File: config.mk
export PLATFORM = sky130hd
export DESIGN_NAME = cpu_step_seq
export DESIGN_NICKNAME = d
export VERILOG_FILES = /design/src/rtl/cpu_step_seq_pkg.sv /design/src/rtl/cpu_retire_cnt.sv /design/src/rtl/cpu_step_seq.sv
export SDC_FILE = /design/constraint.sdc
export NUM_CORES = 1
export LEC_CHECK = 0
export ABC_AREA = 1
export CAP_MARGIN = 20
export CELL_PAD_IN_SITES_DETAIL_PLACEMENT = 0
export CELL_PAD_IN_SITES_GLOBAL_PLACEMENT = 1
export CORE_UTILIZATION = 40
export DETAILED_ROUTE_END_ITERATION = 16
export PLACE_DENSITY = 0.95
export SYNTH_ARGS = -nofsm -noshare
export SYNTH_HDL_FRONTEND = slang
export SYNTH_SLANG_ARGS = --single-unit
File: constraint.sdc
create_clock -name clk -period 2.65 [get_ports clk]
set_clock_uncertainty 0.1 [all_clocks]
set_input_delay 0.265 -clock clk [delete_from_list [all_inputs] [get_ports clk]]
set_output_delay 0.265 -clock clk [all_outputs]
set_load 0.02 [all_outputs]
File: src/rtl/cpu_step_seq_pkg.sv
// ---------------------------------------------------------------------------
// cpu_step_seq_pkg
//   Shared definitions for the instruction-phase sequencer and its helpers.
//   - state_t      : sequencer state encoding (IDLE / RUN / HALTED)
//   - DEF_NSTEPS   : default number of phases per instruction
// ---------------------------------------------------------------------------
package cpu_step_seq_pkg;

    typedef enum logic [1:0] {
        ST_IDLE = 2'd0,
        ST_RUN  = 2'd1,
        ST_HALT = 2'd2
    } state_t;

    localparam int DEF_NSTEPS = 4;

endpackage

File: src/rtl/cpu_retire_cnt.sv
// ---------------------------------------------------------------------------
// cpu_retire_cnt
//   Free-running wrap counter with increment enable. Also used for write-back
//   statistics, so it carries no sequencer-specific logic.
//   Ports:
//     clk    in   rising-edge clock
//     rst_n  in   asynchronous active-low clear
//     i_inc  in   increment by one on the next rising edge
//     o_cnt  out  current count, wraps modulo 2**CNT_W
// ---------------------------------------------------------------------------
module cpu_retire_cnt #(
    parameter int CNT_W = 32
) (
    input  logic             clk,
    input  logic             rst_n,
    input  logic             i_inc,
    output logic [CNT_W-1:0] o_cnt
);

    logic [CNT_W-1:0] r_cnt;

    always_ff @(posedge clk or negedge rst_n) begin
        if (!rst_n) begin
            r_cnt <= '0;
        end else if (i_inc) begin
            r_cnt <= r_cnt + CNT_W'(1);
        end
    end

    assign o_cnt = r_cnt;

endmodule

File: src/rtl/cpu_step_seq.sv
// ---------------------------------------------------------------------------
// cpu_step_seq
//   Instruction-phase sequencer. Emits one-hot phase strobes to the datapath
//   stages, with free-run / single-step modes, stall, flush and halt control,
//   and a retired-instruction counter.
//   Ports:
//     clk         in   rising-edge clock
//     rst_n       in   asynchronous active-low reset
//     run_i       in   free-run: start next instruction back-to-back
//     step_req_i  in   one-cycle pulse: run a single instruction from IDLE
//     stall_i     in   hold the current phase
//     flush_i     in   abort current instruction, restart at phase 0
//     halt_i      in   halt once the current instruction completes
//     step_o      out  one-hot phase strobe, zero outside RUN
//     phase_o     out  binary index of the active phase, zero outside RUN
//     busy_o      out  high while in RUN
//     done_o      out  one-cycle pulse when an instruction retires
//     retired_o   out  retired instruction count (wraps)
//     halted_o    out  high while HALTED
//   Control handshake: inputs are plain levels sampled on every rising edge;
//   there is no ready/ack. A step_req_i pulse that arrives outside IDLE is
//   dropped, not queued.
// ---------------------------------------------------------------------------
module cpu_step_seq
    import cpu_step_seq_pkg::*;
#(
    parameter  int NSTEPS = DEF_NSTEPS,
    parameter  int CNT_W  = 32,
    localparam int PH_W   = (NSTEPS > 1) ? $clog2(NSTEPS) : 1
) (
    input  logic              clk,
    input  logic              rst_n,
    input  logic              run_i,
    input  logic              step_req_i,
    input  logic              stall_i,
    input  logic              flush_i,
    input  logic              halt_i,
    output logic [NSTEPS-1:0] step_o,
    output logic [PH_W-1:0]   phase_o,
    output logic              busy_o,
    output logic              done_o,
    output logic [CNT_W-1:0]  retired_o,
    output logic              halted_o
);

    localparam logic [PH_W-1:0]   LAST_PH = PH_W'(NSTEPS - 1);
    localparam logic [NSTEPS-1:0] STEP0   = NSTEPS'(1);

    state_t             r_state;
    logic [PH_W-1:0]    r_phase;
    logic [NSTEPS-1:0]  r_step;
    logic               r_done;
    logic               r_halt_pend;
    logic               w_retire;

    // An instruction retires when the last phase advances unobstructed.
    assign w_retire = (r_state == ST_RUN) && !flush_i && !stall_i && (r_phase == LAST_PH);

    // FSM, phase register and one-hot strobe all update together so step_o
    // and phase_o can never disagree. Every path leaving RUN returns phase to 0.
    always_ff @(posedge clk or negedge rst_n) begin
        if (!rst_n) begin
            r_state     <= ST_IDLE;
            r_phase     <= '0;
            r_step      <= '0;
            r_done      <= 1'b0;
            r_halt_pend <= 1'b0;
        end else begin
            r_done <= 1'b0;
            case (r_state)
                ST_IDLE: begin
                    if (halt_i) begin
                        r_state <= ST_HALT;
                    end else if (run_i || step_req_i) begin
                        r_state <= ST_RUN;
                        r_phase <= '0;
                        r_step  <= STEP0;
                    end
                end

                ST_RUN: begin
                    // A halt request is remembered until the instruction ends,
                    // even across stalls and flushes.
                    if (halt_i) begin
                        r_halt_pend <= 1'b1;
                    end
                    if (flush_i) begin
                        r_phase <= '0;
                        if (run_i) begin
                            r_step <= STEP0;
                        end else begin
                            r_state <= ST_IDLE;
                            r_step  <= '0;
                        end
                    end else if (stall_i) begin
                        // hold everything
                    end else if (r_phase != LAST_PH) begin
                        r_phase <= r_phase + PH_W'(1);
                        r_step  <= {r_step[NSTEPS-2:0], 1'b0};
                    end else begin
                        r_done  <= 1'b1;
                        r_phase <= '0;
                        if (r_halt_pend || halt_i) begin
                            r_state     <= ST_HALT;
                            r_step      <= '0;
                            r_halt_pend <= 1'b0;
                        end else if (run_i) begin
                            r_step <= STEP0;
                        end else begin
                            r_state <= ST_IDLE;
                            r_step  <= '0;
                        end
                    end
                end

                ST_HALT: begin
                    // Only reset leaves HALTED.
                    r_phase     <= '0;
                    r_step      <= '0;
                    r_halt_pend <= 1'b0;
                end

                default: begin
                    r_state     <= ST_IDLE;
                    r_phase     <= '0;
                    r_step      <= '0;
                    r_halt_pend <= 1'b0;
                end
            endcase
        end
    end

    cpu_retire_cnt #(
        .CNT_W (CNT_W)
    ) u_retire_cnt (
        .clk   (clk),
        .rst_n (rst_n),
        .i_inc (w_retire),
        .o_cnt (retired_o)
    );

    assign step_o   = r_step;
    assign phase_o  = r_phase;
    assign busy_o   = (r_state == ST_RUN);
    assign halted_o = (r_state == ST_HALT);
    assign done_o   = r_done;

endmodule

==> impl_metrics.json <==
{
  "status": "finished clean",
  "core_um2": 5540,
  "gr-usage-met2": 0.315,
  "maxCapViolCount": 0,
  "hold_viol": 0,
  "crit_start": "r_state[0]",
  "rsz0062_at_grt": "no",
  "critPathRequiredTime_ns": 2.29,
  "post-cts-setup-buffer-count": 0,
  "place_congestion": 0.864,
  "cts_resized": 0,
  "routed_wirelength_um": 5190,
  "max_stage_delay_ns": 0.63,
  "n_antenna_cell": 0,
  "yosys.area.top_type_share": 0.457,
  "synth_nets": 304,
  "synth_seq_cells": 42,
  "drtAntennaViolNets": 0,
  "syn_area_um2": 2300,
  "ys_seq_area_frac": 0.457,
  "vias": 2037,
  "yosysWarningCount": 0,
  "grt-ovfl-total": 0,
  "p_per_area_nw_per_um2": 519,
  "io_pins": 48,
  "nFillCells": 532,
  "die_h_um": 77.8,
  "crit_path_start_kind": "register",
  "clk_latency_ns": 0.29,
  "grt_max_degree": 43,
  "drv_slew": 0,
  "cts_tree": "yes",
  "mostFrequentLayoutCells": "nand2_1, clkdlybuf4s50_1, dfrtp_1, nor2_1, inv_1",
  "cts_root_buf": "clkbuf_8",
  "seq_area_um2": 1050,
  "worst_slew_pin_slew_ns": 0.942,
  "antenna_found_initial": 0,
  "vias_per_cell": 4.83,
  "finalSetupViolations": 0,
  "hold_path.class": "in2async",
  "critPathSlowestCell": "clkdlybuf4s50_1",
  "r2r-start": "phase_o[0]",
  "cp_cell_sequence": "inv_1, nor2_2, clkdlybuf4s50_1",
  "top_usage_layer": "met2",
  "hold_buffers": 0,
  "drive_gt1_frac": 0.0943,
  "period_needed_ns": 1.93,
  "min_period_over_period": 0.729,
  "met1_usage": 0.268,
  "dr.pass1.iters": 4,
  "path_clk_slew_ns": 0.08,
  "clock_path_buffers": 2,
  "synth.avg_cell_area_um2": 7.80,
  "use_met3": 0.0247,
  "areaGrowthSynthToFinish_pct": 28.7,
  "start_util": 0.415,
  "relSlewSlack": 0.372,
  "post_drt_wl_per_cell_um": 12.3,
  "die_area_um2": 6060,
  "multiInputGateArea_um2": 1090,
  "yosys-top-cells-area": "dfrtp_1, nand2_1, nor2_1, inv_1, xor2_1",
  "cts-buffers-inserted": 5,
  "drt-initial-drc-count": 122,
  "max_freq_mhz": 518,
  "yosysTopAreaCell": "dfrtp_1",
  "io_buffer_count": 47,
  "end_kind": "primary output",
  "rows": 27,
  "drc": 0,
  "nets": 358,
  "ir_drop_mv": 0.235,
  "cp.arrival_ns": 1.57,
  "die-width_um": 77.8,
  "fin_util": 0.535,
  "cts_max_level": 2,
  "syn_inst": 295,
  "leakage_nw": 1.41,
  "cts_sinks": 42,
  "final_common_cell": "nand2_1",
  "track_usage": 0.194,
  "hpwl_um": 4040,
  "fin_tns_setup_ns": 0,
  "grt_first_pass_wirelength_um": 9250,
  "grt_pass1_vias": 1978,
  "worstSetupPathType": "reg2out",
  "cp_max_fo": 4,
  "ys_types": 25
}
## worst max-delay path, delay by kind of cell (launching register included)
family,cells,cell delay (ns)
simple gates,1,0.16
flops,1,0.41
buf+inv,2,0.70
## final cells by class
type / instances / share of cell area
Clock inverter: 3 / 0.0135
Clock buffer: 5 / 0.0232
Tap cell: 72 / 0.0304
Multi-Input combinational cell: 213 / 0.369
Timing Repair Buffer: 48 / 0.160
Inverter: 39 / 0.0494
Sequential cell: 42 / 0.355
## cells by family (layout without fill, tap and decap cells)
logic type / after synthesis / count (layout) / share of synthesized area
compound gates: 9 / 9 / 0.0245
xor+xnor: 22 / 22 / 0.0870
fa+ha+maj: 2 / 2 / 0.0109
buf+inv: 40 / 95 / 0.0685
flops: 42 / 42 / 0.457
simple gates: 180 / 180 / 0.352
## per-layer routing
metal,part of all wire,up-vias
met2,0.46,57
met3,0.048,9
met5,0,-
li1,-,1024
met4,0.013,0
met1,0.48,947
## metrics by stage
stage          cell area, um2  worst slack [ns]  instances  hold slack [ns]  total power (W)
6_report                 2960             0.719        422          0.00708          0.00154
4_1_cts                  2960             0.695        422           0.0435          0.00155
3_5_place_dp             2850             0.752        414            0.364          0.00105
2_1_floorplan            2300             0.975        295           -0.131         0.000913
5_1_grt                  2960             0.639        422           0.0889          0.00162
3_3_place_gp             2850             0.780        414            0.360          0.00105
## where the power goes
group / total [W] / internal, W / switching [W] / leakage (nW)
combinational: 0.000314 / 0.000124 / 0.000190 / 0.780
sequential: 0.000720 / 0.000683 / 0.0000371 / 0.570
clock: 0.000504 / 0.000278 / 0.000227 / 0.0579
total: 0.00154 / 0.00108 / 0.000454 / 1.41
## registers in the layout (all words and copies together), names as in the netlist
signal              cells
r_state                 2
phase_o                 2
step_o                  4
done_o                  1
u_retire_cnt.o_cnt     32
r_halt_pend             1
## final timing paths
check | to | slack, ns | cells after the start
max | busy_o | 0.72 | 3
min | phase_o[1] | 0.007 | 1
max reg2reg | u_retire_cnt.o_cnt[20] | 0.95 | 8
min reg2reg | step_o[3] | 0.39 | 2
max in group asynchronous | u_retire_cnt.o_cnt[16] | 1.85 | 1
min in group clk | step_o[3] | 0.39 | 2
## cells in the mapped netlist
cell	n
o211ai_1	1
o21ai_1	1
nand2_1	92
inv_2	3
nor3_1	2
nand3_2	3
nor2_1	38
xor2_1	11
o21ai_0	5
nor2_2	8
a31o_2	1
nor2_4	3
nand2_4	1
clkinv_1	1
nand4_1	13
nand2_2	3
ha_1	2
nand3_1	16
xnor2_2	1
nand3b_1	1
a32o_1	1
buf_6	1
dfrtp_1	42
xnor2_1	10
inv_1	35
Note: power is estimated with default switching activity, not from simulation.
